File: src/rtl/riscv_writeback_pkg.sv
// Writeback-stage shared definitions: XLEN, result-select codes, counter width.
// Optional retired-instruction counter is enabled by RISCV_WB_INSTRET_EN.
`ifndef XLEN
`define XLEN 32
`endif

package riscv_writeback_pkg;

    localparam int XLEN      = `XLEN;
    localparam int INSTRET_W = 64;

    localparam logic [1:0] RESULT_SRC_ALU = 2'b00;
    localparam logic [1:0] RESULT_SRC_MEM = 2'b01;
    localparam logic [1:0] RESULT_SRC_PC4 = 2'b10;

    // The reserved code falls back to the ALU value so no X reaches the RF.
    function automatic logic [XLEN-1:0] wb_select(
        input logic [1:0]      src,
        input logic [XLEN-1:0] alu,
        input logic [XLEN-1:0] rdata,
        input logic [XLEN-1:0] pc4
    );
        logic [XLEN-1:0] res;
        case (src)
            RESULT_SRC_MEM: res = rdata;
            RESULT_SRC_PC4: res = pc4;
            default:        res = alu;
        endcase
        return res;
    endfunction

endpackage

File: src/rtl/riscv_wb_instret.sv
// Wrapping retired-instruction counter with a single increment enable.
// Only instantiated when RISCV_WB_INSTRET_EN is defined.
module riscv_wb_instret
    import riscv_writeback_pkg::*;
(
    input  logic                 clk_i,
    input  logic                 rst_i,
    input  logic                 inc_i,
    output logic [INSTRET_W-1:0] count_o
);

    logic [INSTRET_W-1:0] count_q;
    logic [INSTRET_W-1:0] count_d;

    always_comb begin
        count_d = count_q;
        if (inc_i) begin
            count_d = count_q + INSTRET_W'(1);
        end
    end

    always_ff @(posedge clk_i or posedge rst_i) begin
        if (rst_i) begin
            count_q <= '0;
        end else begin
            count_q <= count_d;
        end
    end

    assign count_o = count_q;

endmodule

File: src/rtl/riscv_writeback.sv
// RV32I writeback stage: MEM/WB register, result select, RF write port.
// Define RISCV_WB_INSTRET_EN to build the 64-bit retired-instruction counter.
`ifndef XLEN
`define XLEN 32
`endif

module riscv_writeback
    import riscv_writeback_pkg::*;
#(
    parameter int               RF_ADDR_W = 5,
    parameter logic [`XLEN-1:0] RESET_PC4 = 32'h0000_0000
) (
    input  logic                 i_clk,
    input  logic                 i_rst,
    input  logic                 i_stall_w,
    input  logic                 i_flush_w,
    input  logic                 i_valid_m,
    input  logic                 i_reg_write_m,
    input  logic [1:0]           i_result_src_m,
    input  logic [RF_ADDR_W-1:0] i_rd_m,
    input  logic [`XLEN-1:0]     i_alu_result_m,
    input  logic [`XLEN-1:0]     i_read_data_m,
    input  logic [`XLEN-1:0]     i_pc_plus4_m,
    output logic [`XLEN-1:0]     o_result_w,
    output logic [RF_ADDR_W-1:0] o_rd_w,
    output logic                 o_reg_write_w,
    output logic                 o_valid_w,
    output logic [63:0]          o_instret
);

    logic                 valid_q, valid_d;
    logic                 reg_write_q, reg_write_d;
    logic [1:0]           src_q, src_d;
    logic [RF_ADDR_W-1:0] rd_q, rd_d;
    logic [`XLEN-1:0]     alu_q, alu_d;
    logic [`XLEN-1:0]     rdata_q, rdata_d;
    logic [`XLEN-1:0]     pc4_q, pc4_d;

    // Flush takes M data fields too; only valid/reg_write matter after it.
    always_comb begin
        valid_d     = valid_q;
        reg_write_d = reg_write_q;
        src_d       = src_q;
        rd_d        = rd_q;
        alu_d       = alu_q;
        rdata_d     = rdata_q;
        pc4_d       = pc4_q;
        if (i_flush_w || !i_stall_w) begin
            src_d   = i_result_src_m;
            rd_d    = i_rd_m;
            alu_d   = i_alu_result_m;
            rdata_d = i_read_data_m;
            pc4_d   = i_pc_plus4_m;
        end
        if (i_flush_w) begin
            valid_d     = 1'b0;
            reg_write_d = 1'b0;
        end else if (!i_stall_w) begin
            valid_d     = i_valid_m;
            reg_write_d = i_reg_write_m & i_valid_m;
        end
    end

    always_ff @(posedge i_clk or posedge i_rst) begin
        if (i_rst) begin
            valid_q     <= 1'b0;
            reg_write_q <= 1'b0;
            src_q       <= RESULT_SRC_ALU;
            rd_q        <= '0;
            alu_q       <= '0;
            rdata_q     <= '0;
            pc4_q       <= RESET_PC4;
        end else begin
            valid_q     <= valid_d;
            reg_write_q <= reg_write_d;
            src_q       <= src_d;
            rd_q        <= rd_d;
            alu_q       <= alu_d;
            rdata_q     <= rdata_d;
            pc4_q       <= pc4_d;
        end
    end

    assign o_result_w    = wb_select(src_q, alu_q, rdata_q, pc4_q);
    assign o_rd_w        = rd_q;
    assign o_valid_w     = valid_q;
    assign o_reg_write_w = reg_write_q & valid_q & (rd_q != '0);

`ifdef RISCV_WB_INSTRET_EN
    logic retire;

    assign retire = i_valid_m & ~i_flush_w & ~i_stall_w;

    riscv_wb_instret u_instret (
        .clk_i   (i_clk),
        .rst_i   (i_rst),
        .inc_i   (retire),
        .count_o (o_instret)
    );
`else
    assign o_instret = 64'h0;
`endif

endmodule

File: config.mk
export PLATFORM = sky130hd
export DESIGN_NAME = riscv_writeback
export DESIGN_NICKNAME = d
export VERILOG_FILES = /design/src/rtl/riscv_writeback_pkg.sv /design/src/rtl/riscv_wb_instret.sv /design/src/rtl/riscv_writeback.sv
export SDC_FILE = /design/constraint.sdc
export NUM_CORES = 1
export LEC_CHECK = 0
export ABC_AREA = 1
export CAP_MARGIN = 20
export CORE_ASPECT_RATIO = 1.2
export CORE_MARGIN = 10
export CORE_UTILIZATION = 48
export DETAILED_ROUTE_END_ITERATION = 8
export GPL_TIMING_DRIVEN = 0
export HOLD_SLACK_MARGIN = 0.12
export PLACE_DENSITY = 0.87
export SLEW_MARGIN = 0
export SYNTH_ARGS = -nofsm -noshare
export SYNTH_HDL_FRONTEND = slang
export SYNTH_HIERARCHICAL = 1
export SYNTH_SLANG_ARGS = --single-unit
File: constraint.sdc
create_clock -name i_clk -period 12 [get_ports i_clk]
set_input_delay 3.6 -clock i_clk [delete_from_list [all_inputs] [get_ports i_clk]]
set_output_delay 3.6 -clock i_clk [all_outputs]
set_load 0.02 [all_outputs]
# == Word level (Yosys, flattened, before mapping) ==
# Index checks and enable logic that the tools add are counted.
# Widths: inputs -> output; s select.
# word_totals
reg_bits,105
inputBits,109
output_inout_bits,103
wordCells,21
# op_classes
eq_ne,3
mux,5
bitwise_logic,3
n_reduce_logical,3
# op_table
op,n
$pmux 32 s2,1
$reduce_bool 5->1,1
$mux 1,4
$and 1x1->1,3
$eq 2x1->1 const B,1
$eq 2x2->1 const B,1
$ne 2x1->1 const B,1
$logic_not 1->1,1
$logic_or 1x1->1,1

# == Logic depth before layout (Yosys ltp) ==
# Gate-level depths: netlist of run 1.
# logic_depth
depth_word,3
depth_mapped,7
depth_no_buf,6

# == Worst setup path before layout of run 1 ==
# Ideal clock, no wire load.
# synth_timing
path_type,reg-to-output
startpoint,reg src_q[0]
endpoint,out o_result_w[0]
arrival_ns,1.396
slack_ns,7.004
path_stages_with_launch,6
n_path_buf,1
cell_sequence,dfrtp_1 > inv_1 > ha_1 > inv_2 > clkbuf_1 > o21ai_0
# synth_via
elab_chain_cells,2
word_cells_on_any_way,3
classes_between,eq/ne (2); mux (1)
# synth_lines
element,line_no,rtl
from (decl),riscv_writeback.sv:33,"logic [1:0] src_q, src_d;"
from (signal assigned),riscv_writeback.sv:76,src_q <= src_d;
$eq 2x2->1 or $eq 2x1->1 (tied branches),riscv_writeback_pkg.sv:24,case (src)
$pmux 32 s2 *,riscv_writeback_pkg.sv:24,
to (decl),riscv_writeback.sv:24,"output logic [`XLEN-1:0] o_result_w,"
# Mark *: on every way between the ends. The rest lies on a longest branch, timed or not.

# == Worst setup path after layout of run 1 ==
# layout_timing
startpoint,reg src_q[0]
endpoint,out o_result_w[24]
# The elaborated chain is that of the path after synthesis.

==> run summary, run 1 <==
Status: finished, final reports clean
Grt total ovfl: 0
CTS Root Cell: clkbuf_16
Cts repair resizes: 0
Tcrit/Tclk final: 51.27%
Worst Hold Launch: pc4_q[22]
Critical Path End: o_result_w[24]
CP Data Required Time: 8.40 ns
Clock Latency Late Sink: 0.34 ns
Count of different cell masters after synthesis: 16
Fillers: 918
#FFs+latches synth: 105
Headroom to the max-slew limit: 63.91%
Fin Setup TNS: 0 ns
Pin count of the biggest net entering global routing: 65
Max-capacitance violation count: 0
FP Rows: 42
Synthesized instance count: 694
R2R depth: 2
Worst Setup SP: src_q[0]
Setup Skew: 0 ns
Vias in the first global route: 4963
Detailed Routing Iterations Pass 1: 4
Setup crit end kind: output pin
WHS Path Cells: 2
Htree depth: 3
Max incr delay on CP: 0.66 ns
FF-to-FF End: src_q[0]
Measured slew at the worst slew-check pin: 0.5414 ns
Vias per cell: 4.560
Detailed-route via count: 4793
Global-route wire length before repair: 24530 um
Port bufs: 147
Antenna Cells: 0
Worst r2r src: src_q[0]
Remaining DRCs: 0
Sequential share of the synthesized area: 48.62%
I/O Pins: 212
Clock-pin slew on the worst setup and hold paths: 0.06 ns
Die Area: 0.01592 mm2
Tmin final: 6.152 ns
Syn Area/Cell: 7.787 um2
Post-CTS Hold Buffers: 0
F_max: 162.5 MHz
Area Growth Syn to Fin: 41.38%
Total GRT Usage: 19.67%
FF-to-FF setup slack: 11.34 ns
Critical Path AT: 2.55 ns
Critical Path Fanout Max: 10
RSZ-0062 raised after global routing: false
CP Launch Type: register
Fin. Hold Viols: 0
Initial DRC Count: 263
Core area: 0.01104 mm2
Slowest CP cell: clkdlybuf4s50_1
Cell Pwr Density: 128.3 mW/mm2
DRT Wirelength: 15530 um
Post-Syn Area: 0.005404 mm2
Yosys warns: 6
Hold Crit Class: register to register
Total CTS buffers: 9
Initial core utilization: 48.97%
Die height: 136.2 um
CTS tree: built
Setup Fix Bufs, Post-CTS: 0
Routed Antenna Nets: 0
DIE WIDTH: 116.9 um
Setup violators final: 0
Initial antenna violation count: 0
Setup CP Type: register to output pin
Sink Count: 105
Layout cells sized above 1: 14.91%
Static leakage: 4.091 nW
GPL Wtd Cong: 0.8208
Final Slew Violations: 0
Worst-path cell chain: inv_1, ha_1, inv_2, clkbuf_1, nand2_1, o21ai_0, clkdlybuf4s50_1
Hpwl dp: 12160 um
Peak supply drop: 89.81 uV
Post-DR wirelength/cell: 14.77 um
Final nets: 1027
Hold_ws: 0.4740 ns
Maximum clock path buffer count: 2
layer usage:
metal | share of wire (%) | vias to the layer above | wire (um) | track usage, %
met4 | 2.5 | 0 | 389 | 8.459
met1 | 38 | 2201 | 5833 | 22.05
met3 | 7.0 | 26 | 1091 | 4.056
li1 | - | 2412 | - | -
met5 | 0 | - | 0 | 0
met2 | 53 | 154 | 8212 | 34.99
cell type report:
cell class	instances	area (um2)	area share (%)
flip-flops and latches	105	2628	34.39
plain buffers	98	728.2	9.532
well taps	132	165.2	2.162
clock inverters	3	90.09	1.179
inverters	41	156.4	2.047
repair buffers	148	1499	19.62
clock buffers	11	242.7	3.177
multi-input cells	513	2131	27.89
per-stage QoR:
step                power [mW]  instance area, um2  cells  util (%)  setup WS (ns)
floorplan               0.5465                5640    757         -          5.639
global placement        0.6512                7277   1036     65.94          4.074
detailed placement      0.6573                7307   1037     66.21          6.196
CTS                     0.9883                7640   1051     69.23          5.812
global route             1.025                7640   1051     69.23          5.613
finish                  0.9800                7640   1051     69.23          5.848
synthesized netlist by cell type:
library cell / n / area share [%]
nor2_1: 3 / 0.21
buf_2: 15 / 1.4
nand2_4: 1 / 0.21
nand2_1: 374 / 26
o21ai_1: 1 / 0.093
clkbuf_1: 5 / 0.35
o21ai_0: 41 / 3.8
buf_4: 65 / 9.0
buf_6: 13 / 2.7
conb_1: 1 / 0.069
inv_1: 38 / 2.6
inv_2: 3 / 0.21
nand3_1: 2 / 0.19
o21ai_2: 25 / 4.1
dfrtp_1: 105 / 49
ha_1: 2 / 0.46
cell families after synthesis:
group | after synthesis | share of synthesized area, %
AOI/OAI and AO/OA | 67 | 7.942
other | 1 | 0.06939
DFF | 105 | 48.62
adders and majority gates | 2 | 0.4630
and+or+nand+nor | 380 | 26.58
buffers and inverters | 139 | 16.32
report_power, final:
part / internal [mW] / switching, mW
clock network: 0.207 / 0.122
logic: 0.114 / 0.139
registers: 0.383 / 0.0139
registers in the layout, summed over array words and instances (netlist names):
register	flops
src_q	2
pc4_q	32
rdata_q	32
o_valid_w	1
reg_write_q	1
o_rd_w	5
alu_q	32
cell usage in the layout, fill, tap and decap left out, types with 2 or more instances in the layout:
| cell | n |
|---|---|
| inv_1 | 37 |
| nand3_1 | 2 |
| buf_6 | 13 |
| clkdlybuf4s50_1 | 147 |
| conb_1 | 64 |
| o21ai_0 | 41 |
| clkbuf_16 | 9 |
| dfrtp_1 | 105 |
| clkbuf_1 | 6 |
| o21ai_2 | 25 |
| ha_1 | 2 |
| buf_2 | 15 |
| bufinv_16 | 3 |
| nand2_1 | 374 |
| inv_2 | 3 |
| buf_4 | 65 |
| nor2_1 | 3 |
worst max-delay path, delay by kind of cell, from the launching register on:
family | cells | cell delay [ns]
adders and majority gates | 1 | 0.30
buffers and inverters | 4 | 1.36
DFF | 1 | 0.36
AOI/OAI and AO/OA | 1 | 0.10
and+or+nand+nor | 1 | 0.10
worst min-delay path by stage:
stage	end	slack (ns)
final	pc4_q[22]	0.47
after detailed placement	rdata_q[9]	0.46
after floorplan	rdata_q[10]	0.44
after CTS	pc4_q[22]	0.47
after global placement	pc4_q[0]	0.45
after global routing	pc4_q[26]	0.50
Power figures use the tool's default switching activity.
==> inputs of run 2 (changes only) <==
- CORE_UTILIZATION: 48 -> 44
- PLACE_DENSITY: 0.87 -> 0.81
- clock period: 12 -> 5.9 ns (I/O delays scaled with it)
==> run 2 against run 1 <==
Net effect: global-route usage shrank 1.5 points; final area barely moved; clock-buffer cell count unchanged; critical path type unchanged; final cell count grew 2.9%; sequential share of layout area about the same; register-to-register slack worse by 6.1 ns; total power rose by 96%; combinational power up 100%; largest cell class unchanged.
==> run summary, run 2 (synthesis results as in run 1) <==
Static leakage: 4.070 nW (was 4.091 nW)
CP top delay family: buffers and inverters (unchanged)
Die height: 141.4 um (was 136.2 um)
Max-capacitance violation count: 0 (unchanged)
Antenna Cells: 0 (unchanged)
GPL Wtd Cong: 0.8484 (was 0.8208)
DRT Wirelength: 15740 um (was 15530 um)
Slowest CP cell: clkdlybuf4s50_1 (unchanged)
Routed Antenna Nets: 0 (unchanged)
Worst-path cell chain: inv_1, ha_1, inv_2, clkbuf_1, nand2_1, o21ai_0, clkdlybuf4s50_1 (unchanged)
Fin. Hold Viols: 0 (unchanged)
Pin count of the biggest net entering global routing: 57 (was 65)
Die Area: 0.01713 mm2 (was 0.01592 mm2)
Setup violators final: 0 (unchanged)
Final nets: 1027 (unchanged)
Post-DR wirelength/cell: 14.55 um (was 14.77 um)
Initial antenna violation count: 0 (unchanged)
Cell Pwr Density: 251.8 mW/mm2 (was 128.3 mW/mm2)
Detailed-route via count: 4696 (was 4793)
Total GRT Usage: 18.22% (was 19.67%)
Detailed Routing Iterations Pass 1: 4 (unchanged)
Initial DRC Count: 213 (was 263)
Tmin final: 4.374 ns
Vias per cell: 4.340 (was 4.560)
Maximum clock path buffer count: 2 (unchanged)
Worst Path Buf+Inv: 4 (unchanged)
CP Launch Type: register (unchanged)
CTS tree: built (unchanged)
Core area: 0.01206 mm2 (was 0.01104 mm2)
Status: finished, final reports clean (unchanged)
Htree depth: 3 (unchanged)
Most frequent cells in the layout: 374 x nand2_1, 147 x clkdlybuf4s50_1, 105 x dfrtp_1 (unchanged)
Cells after DPL: 1066 (was 1037)
Setup Skew: 0 ns (unchanged)
Max incr delay on CP: 0.64 ns (was 0.66 ns)
FP Rows: 44 (was 42)
Critical Path AT: 2.60 ns (was 2.55 ns)
Headroom to the max-slew limit: 56.79% (was 63.91%)
Clock Latency Late Sink: 0.34 ns (about the same)
Cts repair resizes: 0 (unchanged)
Regs by FF count: alu_q (32), pc4_q (32), rdata_q (32) (unchanged)
CTS Root Cell: clkbuf_16 (unchanged)
Commonest non-fill, non-tap cell in the layout: nand2_1 (unchanged)
Critical Path Fanout Max: 10 (unchanged)
Setup crit end kind: output pin (unchanged)
Initial core utilization: 44.82% (was 48.97%)
Post-route insts no fill: 1082 (was 1051)
I/O Pins: 212 (unchanged)
Hold Crit Class: register to register (unchanged)
Clock-pin slew on the worst setup and hold paths: 0.07 ns (was 0.06 ns)
F_max: 228.6 MHz
Remaining DRCs: 0 (unchanged)
Final Util: 63.38% (was 69.23%)
Fillers: 1037 (was 918)
RSZ-0062 raised after global routing: false (unchanged)
Final Slew Violations: 0 (unchanged)
Total CTS buffers: 9 (unchanged)
Area Growth Syn to Fin: 41.40% (was 41.38%)
Hpwl dp: 12160 um (about the same)
Layout cells sized above 1: 15.09% (was 14.91%)
Measured slew at the worst slew-check pin: 0.6481 ns (was 0.5414 ns)
Sink Count: 105 (unchanged)
Global-route wire length before repair: 24850 um (was 24530 um)
Tcrit/Tclk final: 74.14%
Post-CTS Hold Buffers: 0 (unchanged)
Vias in the first global route: 4786 (was 4963)
DIE WIDTH: 121.2 um (was 116.9 um)
Grt total ovfl: 0 (unchanged)
Setup Fix Bufs, Post-CTS: 0 (unchanged)
Peak supply drop: 126.0 uV (was 89.81 uV)
Setup CP Type: register to output pin (unchanged)
Port bufs: 147 (unchanged)
CP Data Required Time: 4.13 ns (was 8.40 ns)
[run 2: changes by cell type in the layout (fill, tap and decap cells not counted), sizes merged]
cell / previous run / this run
bufinv: 3 / 1
clkinvlp: 0 / 2
clkinv: 0 / 2
[run 2: area by class of cell]
type	count	area [um2]	share of cell area, %
sequential	105	2628	34.39
multi-input combinational	513	2131	27.89
timing repair buffer	148	1499	19.62
buffer	98	728.2	9.530
clock buffer	11	242.7	3.177
tap	161	201.4	2.636
inverter	41	156.4	2.047
clock inverter	5	55.05	0.7205
[run 2: final timing paths]
path / end / slack, ns / startpoint / cells past startpoint
min reg2reg: pc4_q[22] / 0.47 / pc4_q[22] / 2
min in group asynchronous: alu_q[12] / 1.86 / i_rst / 2
max reg2reg: alu_q[30] / 5.22 / alu_q[30] / 2
min: pc4_q[22] / 0.47 / pc4_q[22] / 2
max in group asynchronous: rdata_q[30] / 3.33 / i_rst / 3
max: o_result_w[24] / 1.53 / src_q[0] / 7
[run 2: metrics by stage]
step	TNS, ns	area (um2)	power (mW)	hold WS (ns)	worst slack, ns
6_report	0	7641	1.924	0.4696	1.526
5_1_grt	0	7641	2.011	0.4885	1.311
4_1_cts	0	7641	1.936	0.4746	1.461
3_5_place_dp	0	7343	1.337	0.4578	1.854
3_3_place_gp	-22.28	7313	1.327	0.4537	-0.2189
2_1_floorplan	0	5640	1.111	0.4417	1.369
[run 2: worst min-delay path: stages (launching register included)]
cell,delay (ns)
dfrtp_1,0.34
nand2_1,0.05
nand2_1,0.04
[run 2: power breakdown]
part	internal (mW)	switching [mW]	leakage (nW)	total, mW
clock network	0.339	0.263	0.142	0.603
logic	0.232	0.283	2.67	0.515
registers	0.779	0.0279	1.26	0.807
total	1.35	0.574	4.07	1.92
[run 2: per-layer routing]
metal | share of wire (%) | track usage, % | routed length, um | vias up
li1 | - | - | - | 2414
met1 | 39 | 20.40 | 6076 | 2091
met2 | 50 | 31.53 | 7916 | 163
met3 | 7.8 | 4.605 | 1235 | 28
met4 | 3.3 | 8.737 | 513 | 0
met5 | 0 | 0 | 0 | -
==> inputs of run 3 (changes only) <==
- CORE_UTILIZATION: 44 -> 40
- PLACE_DENSITY: 0.81 -> 0.77
- clock period: 5.9 -> 3.6 ns (I/O delays scaled with it)
==> run 3 against run 2 <==
Net effect: final area grew 1.4%; first-iteration DRC count shrank 8.9%; critical path depth grew 1; worst hold slack gained 0.0023 ns; clock power grew 96%; total power grew 74%; utilization shrank 4.8 points; sequential share of layout area shrank 0.48 points; clock skew is the same; via count shrank 0.13%; wire length grew 0.91%; largest cell class unchanged; largest power group unchanged.
==> run summary, run 3 (synthesis results as in run 1) <==
Status: finished, final reports clean (unchanged)
Core area: 0.01324 mm2 (was 0.01206 mm2)
Final Slew Violations: 0 (unchanged)
Critical Path Fanout Max: 10 (unchanged)
I/O Pins: 212 (unchanged)
Net Sw Frac: 28.13% (was 29.84%)
Most used cell along the critical path: nand2_1
P_int: 2.409 mW (was 1.350 mW)
Setup violators final: 0 (unchanged)
Sequential standard cell area: 0.002628 mm2 (unchanged)
Vias in the first global route: 4704 (was 4786)
Seq pwr share: 39.4% (was 41.9%)
Setup ws final: 0.1422 ns (was 1.526 ns)
Detailed-route via count: 4690 (was 4696)
Static leakage: 4.158 nW (was 4.070 nW)
Clock Latency Late Sink: 0.34 ns (about the same)
Fin Setup TNS: 0 ns (unchanged)
DIE WIDTH: 126.1 um (was 121.2 um)
WL met2: 8057 um (was 7916 um)
Tmin final: 3.458 ns
Maximum clock path buffer count: 2 (unchanged)
Setup Skew: 0 ns (unchanged)
Worst-path cell chain: inv_1, ha_1, buf_2, nand2_1, nand2_1, nand2_1, o21ai_0, clkdlybuf4s50_1 (was inv_1, ha_1, inv_2, clkbuf_1, nand2_1, o21ai_0, clkdlybuf4s50_1)
Design Power: 3.352 mW (was 1.924 mW)
Die height: 147.3 um (was 141.4 um)
CP top delay family: buffers and inverters (unchanged)
Area after DPL: 0.007366 mm2 (was 0.007343 mm2)
Initial DRC Count: 194 (was 213)
CP Launch Type: register (unchanged)
Global-route wire length before repair: 25340 um (was 24850 um)
Critical Path AT: 2.38 ns (was 2.60 ns)
GPL Wtd Cong: 0.7873 (was 0.8484)
RSZ-0062 raised after global routing: true (was false)
Cell area after layout: 0.007750 mm2 (was 0.007641 mm2)
Fin. Hold Viols: 0 (unchanged)
Most frequent cells in the layout: 374 x nand2_1, 144 x clkdlybuf4s50_1, 105 x dfrtp_1 (was 374 x nand2_1, 147 x clkdlybuf4s50_1, 105 x dfrtp_1)
Max-capacitance violation count: 0 (unchanged)
Die Area: 0.01858 mm2 (was 0.01713 mm2)
Post-route insts no fill: 1091 (was 1082)
Grt total ovfl: 0 (unchanged)
Place WS: 0.1834 ns (was 1.854 ns)
Post-DR wirelength/cell: 14.56 um (was 14.55 um)
Commonest non-fill, non-tap cell in the layout: nand2_1 (unchanged)
CTS tree: built (unchanged)
Initial antenna violation count: 1 (was 0)
Area used by multi-input combinational logic: 0.002131 mm2 (unchanged)
Max incr delay on CP: 0.66 ns (was 0.64 ns)
Cell Pwr Density: 432.5 mW/mm2 (was 251.8 mW/mm2)
WL met3: 1300 um (was 1235 um)
Total GRT Usage: 16.99% (was 18.22%)
Post-CTS Hold Buffers: 0 (unchanged)
Area Growth Syn to Fin: 43.41% (was 41.40%)
Vias per cell: 4.299 (was 4.340)
Tcrit/Tclk final: 96.05%
Cells after DPL: 1074 (was 1066)
Detailed Routing Iterations Pass 1: 4 (unchanged)
Metal-1 WL: 6244 um (was 6076 um)
Measured slew at the worst slew-check pin: 0.7041 ns (was 0.6481 ns)
Initial core utilization: 40.82% (was 44.82%)
Power share of the combinational group: 25.3% (was 26.7%)
Remaining DRCs: 0 (unchanged)
DR top layer: met4 (unchanged)
CTS Root Cell: clkbuf_16 (unchanged)
Clock-pin slew on the worst setup and hold paths: 0.07 ns (about the same)
Pin count of the biggest net entering global routing: 41 (was 57)
Hold_ws: 0.4719 ns (was 0.4696 ns)
Headroom to the max-slew limit: 52.96% (was 56.79%)
Hold Crit Class: register to register (unchanged)
Psw: 0.9427 mW (was 0.5741 mW)
Sink Count: 105 (unchanged)
CP Data Required Time: 2.52 ns (was 4.13 ns)
Setup crit end kind: output pin (unchanged)
Worst Path Buf+Inv: 3 (was 4)
Layout cells sized above 1: 15.62% (was 15.09%)
Fillers: 1230 (was 1037)
F_max: 289.2 MHz
Hpwl dp: 12170 um (was 12160 um)
Htree depth: 3 (unchanged)
Peak supply drop: 274.9 uV (was 126.0 uV)
Port bufs: 147 (unchanged)
FP Rows: 46 (was 44)
Final nets: 1028 (was 1027)
Regs by FF count: alu_q (32), pc4_q (32), rdata_q (32) (unchanged)
DRT Wirelength: 15890 um (was 15740 um)
Routed Antenna Nets: 0 (unchanged)
Slowest CP cell: clkdlybuf4s50_1 (unchanged)
Final Util: 58.54% (was 63.38%)
Clock Power Share: 35.3% (was 31.3%)
Setup CP Type: register to output pin (unchanged)
Total CTS buffers: 9 (unchanged)
[run 3: power groups by stage]
stage / logic, mW / registers, mW / clock network, mW
3_5_place_dp: 0.851 / 1.34 / 0
5_1_grt: 0.936 / 1.33 / 1.25
4_1_cts: 0.857 / 1.32 / 1.20
2_1_floorplan: 0.483 / 1.34 / 0
3_3_place_gp: 0.838 / 1.34 / 0
6_report: 0.848 / 1.32 / 1.18
[run 3: cell type report]
type                       instances  share of cell area, %
sequential                       105                  33.90
multi-input combinational        513                  27.49
timing repair buffer             149                  19.60
buffer                            98                  9.590
clock buffer                      10                  2.954
tap                              168                  2.712
inverter                          41                  2.034
clock inverter                     6                  1.679
antenna                            1                0.03229
[run 3: path summary, 6_finish.rpt]
kind,start,end,slack (ns),cells past startpoint
min in group asynchronous,i_rst,alu_q[26],1.19,2
max in group asynchronous,i_rst,pc4_q[16],1.77,3
setup / recovery,src_q[0],o_result_w[24],0.14,8
hold reg to reg,pc4_q[22],pc4_q[22],0.47,2
setup reg to reg,src_q[0],src_q[0],2.95,2
hold / removal,pc4_q[22],pc4_q[22],0.47,2
[run 3: tightest hold or removal path, delay by kind of cell (launching register included)]
kind | cells | cell delay, ns
flops | 1 | 0.34
simple gates | 2 | 0.10
[run 3: repair_timing]
item,CTS,global route
setup buffers,0,0
setup endpoints to repair,16,26
resized for setup,2,12
[run 3: routing by layer]
metal	global-route usage, %	up-vias
met5	0	-
met4	6.784	0
met3	4.968	14
met2	29.34	151
met1	19.18	2105
li1	-	2420
==> edit 1, RTL diff (settings of run 3) <==
The parameter `RF_ADDR_W` goes from 5 to 6.
--- a/src/rtl/riscv_writeback.sv
+++ b/src/rtl/riscv_writeback.sv
@@ -9,3 +9,3 @@
 #(
-    parameter int               RF_ADDR_W = 5,
+    parameter int               RF_ADDR_W = 6,
     parameter logic [`XLEN-1:0] RESET_PC4 = 32'h0000_0000
Interface: changed (resized i_rd_m and o_rd_w); port bits go from 212 to 214. The function was not compared with the original's and may differ.
==> edit 1 against run 3 <==
Final area fell by 0.36%; count of clock-buffer cells in the layout did not move; via count rose by 1.9%; wire length rose by 1.5%; setup slack improved by 0.012 ns; core utilization fell by 0.46 points; largest power group unchanged; highest routed layer unchanged; synthesized area rose by 0.79%; total power fell by 6.2%; sequential cell count rose by 1.
==> edit 1: results <==
group,metric,value,unit
synth,avgSynthCellArea,7.792,µm²
hold_path,min_path_type,"reg2reg",
worst_setup_path,crit_fanout,10,
placement,place_area,7428,µm²
grt,grt_pass1_wl,25770,µm
power,switching_power,0.9719,mW
grt,grt_use_total,17.13,%
worst_setup_path,crit_path_max_incr_delay,0.69,ns
sta,holdWs,0.4720,ns
placement,place_ws,0.2614,ns
hold_path,hold_path_end,"pc4_q[15]",
synth,synth_area_leaders,"dfrtp_1 49%, nand2_1 26%, buf_4 9.8%, o21ai_2 3.9%, o21ai_0 3.7%",
sta,slew_headroom,43.52,%
synth,yosysSeqAreaShare,48.70,%
placement,port-buffer-count,149,
worst_setup_path,arrival,2.37,ns
worst_setup_path,reg2reg_depth,2,
grt,antenna_found_initial,0,
hold_path,hold_depth,2,
detailed_routing,first_iter_violations,255,
synth,synth-compound-area-share,7.719,%
finish,finalNetCount,1036,
worst_setup_path,worstReg2RegEnd,"alu_q[23]",
placement,routabilityCongestion,0.8282,
synth,yosys-top-cells-count,"379 x nand2_1, 106 x dfrtp_1, 71 x buf_4, 40 x o21ai_0, 37 x inv_1",
synth,synth_adder_area_share,0.4595,%
synth,ys_warn_count,6,
finish,drive_gt1_share,15.29,%
detailed_routing,wl_per_cell,14.70,µm
grt,grt_pass1_vias,4911,
finish,insertedDiodeCount,0,
placement,dp.cells,1081,
power,vdd_drop_max,0.2358,mV
placement,dp_hpwl,12550,µm
power,power_leakage,4.108,nW
clocking,h-tree-depth,3,
worst_setup_path,ff2ff_setup_slack,2.93,ns
detailed_routing,via_count,4781,
clocking,cts.clk_slew.worst_paths,0.07,ns
grt,grt_max_degree,39,
worst_setup_path,rr_startpoint,"alu_q[23]",
status,status,"finished clean",
edit 1: cell types whose count changed in the layout (fill, tap and decap cells not counted), moves of 2 or more:
cell / run 3 / this run
nand2_1: 374 / 379
clkinv_4: 0 / 3
clkdlybuf4s50_1: 144 / 149
dlymetal6s2s_1: 3 / 0
buf_4: 65 / 71
bufinv_16: 4 / 0
inv_6: 0 / 2
clkbuf_4: 4 / 1
buf_2: 12 / 9
edit 1: power by group through the flow:
stage	registers [mW]	logic, mW	clock network (mW)
finish	1.33	0.860	0.950
global route	1.34	0.948	1.02
CTS	1.33	0.867	0.974
detailed placement	1.36	0.861	0
global placement	1.35	0.847	0
floorplan	1.35	0.485	0
edit 1: routing by layer:
layer  GRT usage [%]  part of all wire [%]  wire [µm]
met5               0                     0          0
met4           5.701                   1.8        297
met3           4.758                   7.8       1250
met2           30.07                    50       8083
met1           19.47                    40       6493
edit 1: cell type report:
type                       instances  area (µm²)
buffer                            98       742.0
clock buffer                      10       239.0
clock inverter                     6       48.80
fill                            1233        5573
inverter                          40       153.9
multi-input combinational        518        2145
sequential                       106        2653
tap                              168       210.2
timing repair buffer             151        1531
edit 1: kinds of logic after synthesis:
group           Yosys count
compound gates           66
fa+ha+maj                 2
buf+inv                 138
flops                   106
other cells               1
simple gates            386
edit 1: worst max-delay path by stage:
stage,startpoint,endpoint,slack (ns)
finish,src_q[0],o_result_w[28],0.15
global route,src_q[1],o_result_w[6],0.01
CTS,src_q[0],o_result_w[15],0.11
detailed placement,src_q[0],o_result_w[15],0.26
global placement,i_rst,pc4_q[4],0.13
floorplan,src_q[0],o_result_w[0],1.13
edit 1: repair_timing:
| item | CTS | global route |
|---|---|---|
| setup buffers | 0 | 0 |
| resized for setup | 3 | 2 |
| endpoints found under the setup margin | 17 | 2 |
==> edit 2, RTL diff (settings of run 3) <==
Without the edit above. Reset style: synchronous (`i_rst`), changed in one clocked block.
--- a/src/rtl/riscv_writeback.sv
+++ b/src/rtl/riscv_writeback.sv
@@ -63,3 +63,3 @@
 
-    always_ff @(posedge i_clk or posedge i_rst) begin
+    always_ff @(posedge i_clk) begin
         if (i_rst) begin
Check against the original RTL: differs if i_rst is asserted again (counterexample within 4 cycles, from zero or initial values and one cycle with i_rst high); with i_rst held inactive, the same outputs for 10 cycles.
==> edit 2 against run 3 <==
Sequential cell count did not move; first-iteration DRC count rose by 110%; critical endpoint is now o_result_w[9]; synthesized cell count rose by 23%; setup slack got worse by 0.010 ns; via count rose by 20%; synthesized area rose by 3.2%; total power fell by 9.8%; wire length rose by 15%; global-route usage rose by 1.4 points; clock skew did not move; final area rose by 0.40%.
==> edit 2: results <==
group,metric,value,unit
sta,setup_ws,0.1321,ns
hold_path,min_from,"reg_write_q",
detailed_routing,wl_met1,7421,µm
synth,synthArstFlopShare,0,%
synth,yosysSeqAreaShare,37.68,%
worst_setup_path,reg2reg_depth,3,
sta,worstMarginPinSlew,0.5610,ns
grt,antenna_found_initial,0,
placement,place_ws,0.3168,ns
placement,port-buffer-count,146,
worst_setup_path,crit_path_max_incr_delay,0.57,ns
placement,dp_hpwl,13890,µm
detailed_routing,wl_met3,1597,µm
sta,fin_skew,0,ns
worst_setup_path,ff2ff_setup_slack,2.89,ns
grt,grt_pass1_wl,28190,µm
worst_setup_path,startpoint,"src_q[0]",
grt,grt_use_total,18.41,%
finish,fin_cells,1250,
worst_setup_path,rr_startpoint,"pc4_q[1]",
synth,synth_area_leaders,"dfxtp_1 38%, nand2_1 16%, nor2_1 14%, buf_4 9.7%, nand3b_1 9.2%",
power,vdd_drop_max,0.2146,mV
finish,finalNetCount,1186,
placement,place_area,7491,µm²
grt,grt_pass1_vias,5458,
worst_setup_path,crit_family,"buffers and inverters",
synth,avgSynthCellArea,6.525,µm²
detailed_routing,first_iter_violations,417,
clocking,clock_latency,0.34,ns
placement,routabilityCongestion,0.8498,
worst_setup_path,worstSetupEndpoint,"o_result_w[9]",
detailed_routing,wl_met2,8765,µm
detailed_routing,routed_wl,18200,µm
worst_setup_path,worstReg2RegEnd,"pc4_q[1]",
synth,yosys-top-cells-count,"237 x nand2_1, 208 x nor2_1, 105 x dfxtp_1, 72 x buf_4, 68 x nand3b_1",
finish,drive_gt1_share,10.94,%
detailed_routing,via_per_inst,4.493,
synth,synth_adder_area_share,0.4485,%
clocking,cts_resized,4,
detailed_routing,firstDrtPassIters,5,
power,power_leakage,3.739,nW
status,status,"finished clean",
finish,insertedDiodeCount,0,
synth,yosysTopAreaCell,"dfxtp_1",
grt,grt_max_degree,16,
synth,synth-compound-area-share,3.050,%
clocking,clk_path_buf_depth,2,
==> edit 2: worst min path at each step <==
stage                  end  slack [ns]  cells past startpoint
2_1_floorplan  reg_write_q        0.43                      2
5_1_grt        reg_write_q        0.48                      2
3_5_place_dp   reg_write_q        0.45                      2
4_1_cts        reg_write_q        0.46                      2
3_3_place_gp   reg_write_q        0.44                      2
6_report       reg_write_q        0.46                      2
==> edit 2: cell type report <==
class	count	area [µm²]
buffer	121	759.5
multi-input combinational	651	2813
sequential	105	2102
timing repair buffer	146	1461
tap	171	214.0
clock buffer	11	232.7
clock inverter	4	45.04
inverter	41	153.9
fill	1396	5979
==> edit 2: report_power, final <==
part / switching (mW) / internal, mW
combinational: 0.419 / 0.350
clock: 0.440 / 0.533
sequential: 0.0339 / 1.25
total: 0.893 / 2.13
==> edit 2: routing by layer <==
metal,vias up,GRT usage (%)
met1,2455,20.96
li1,2932,-
met2,206,31.09
met3,23,5.939
met5,-,0
met4,0,7.384
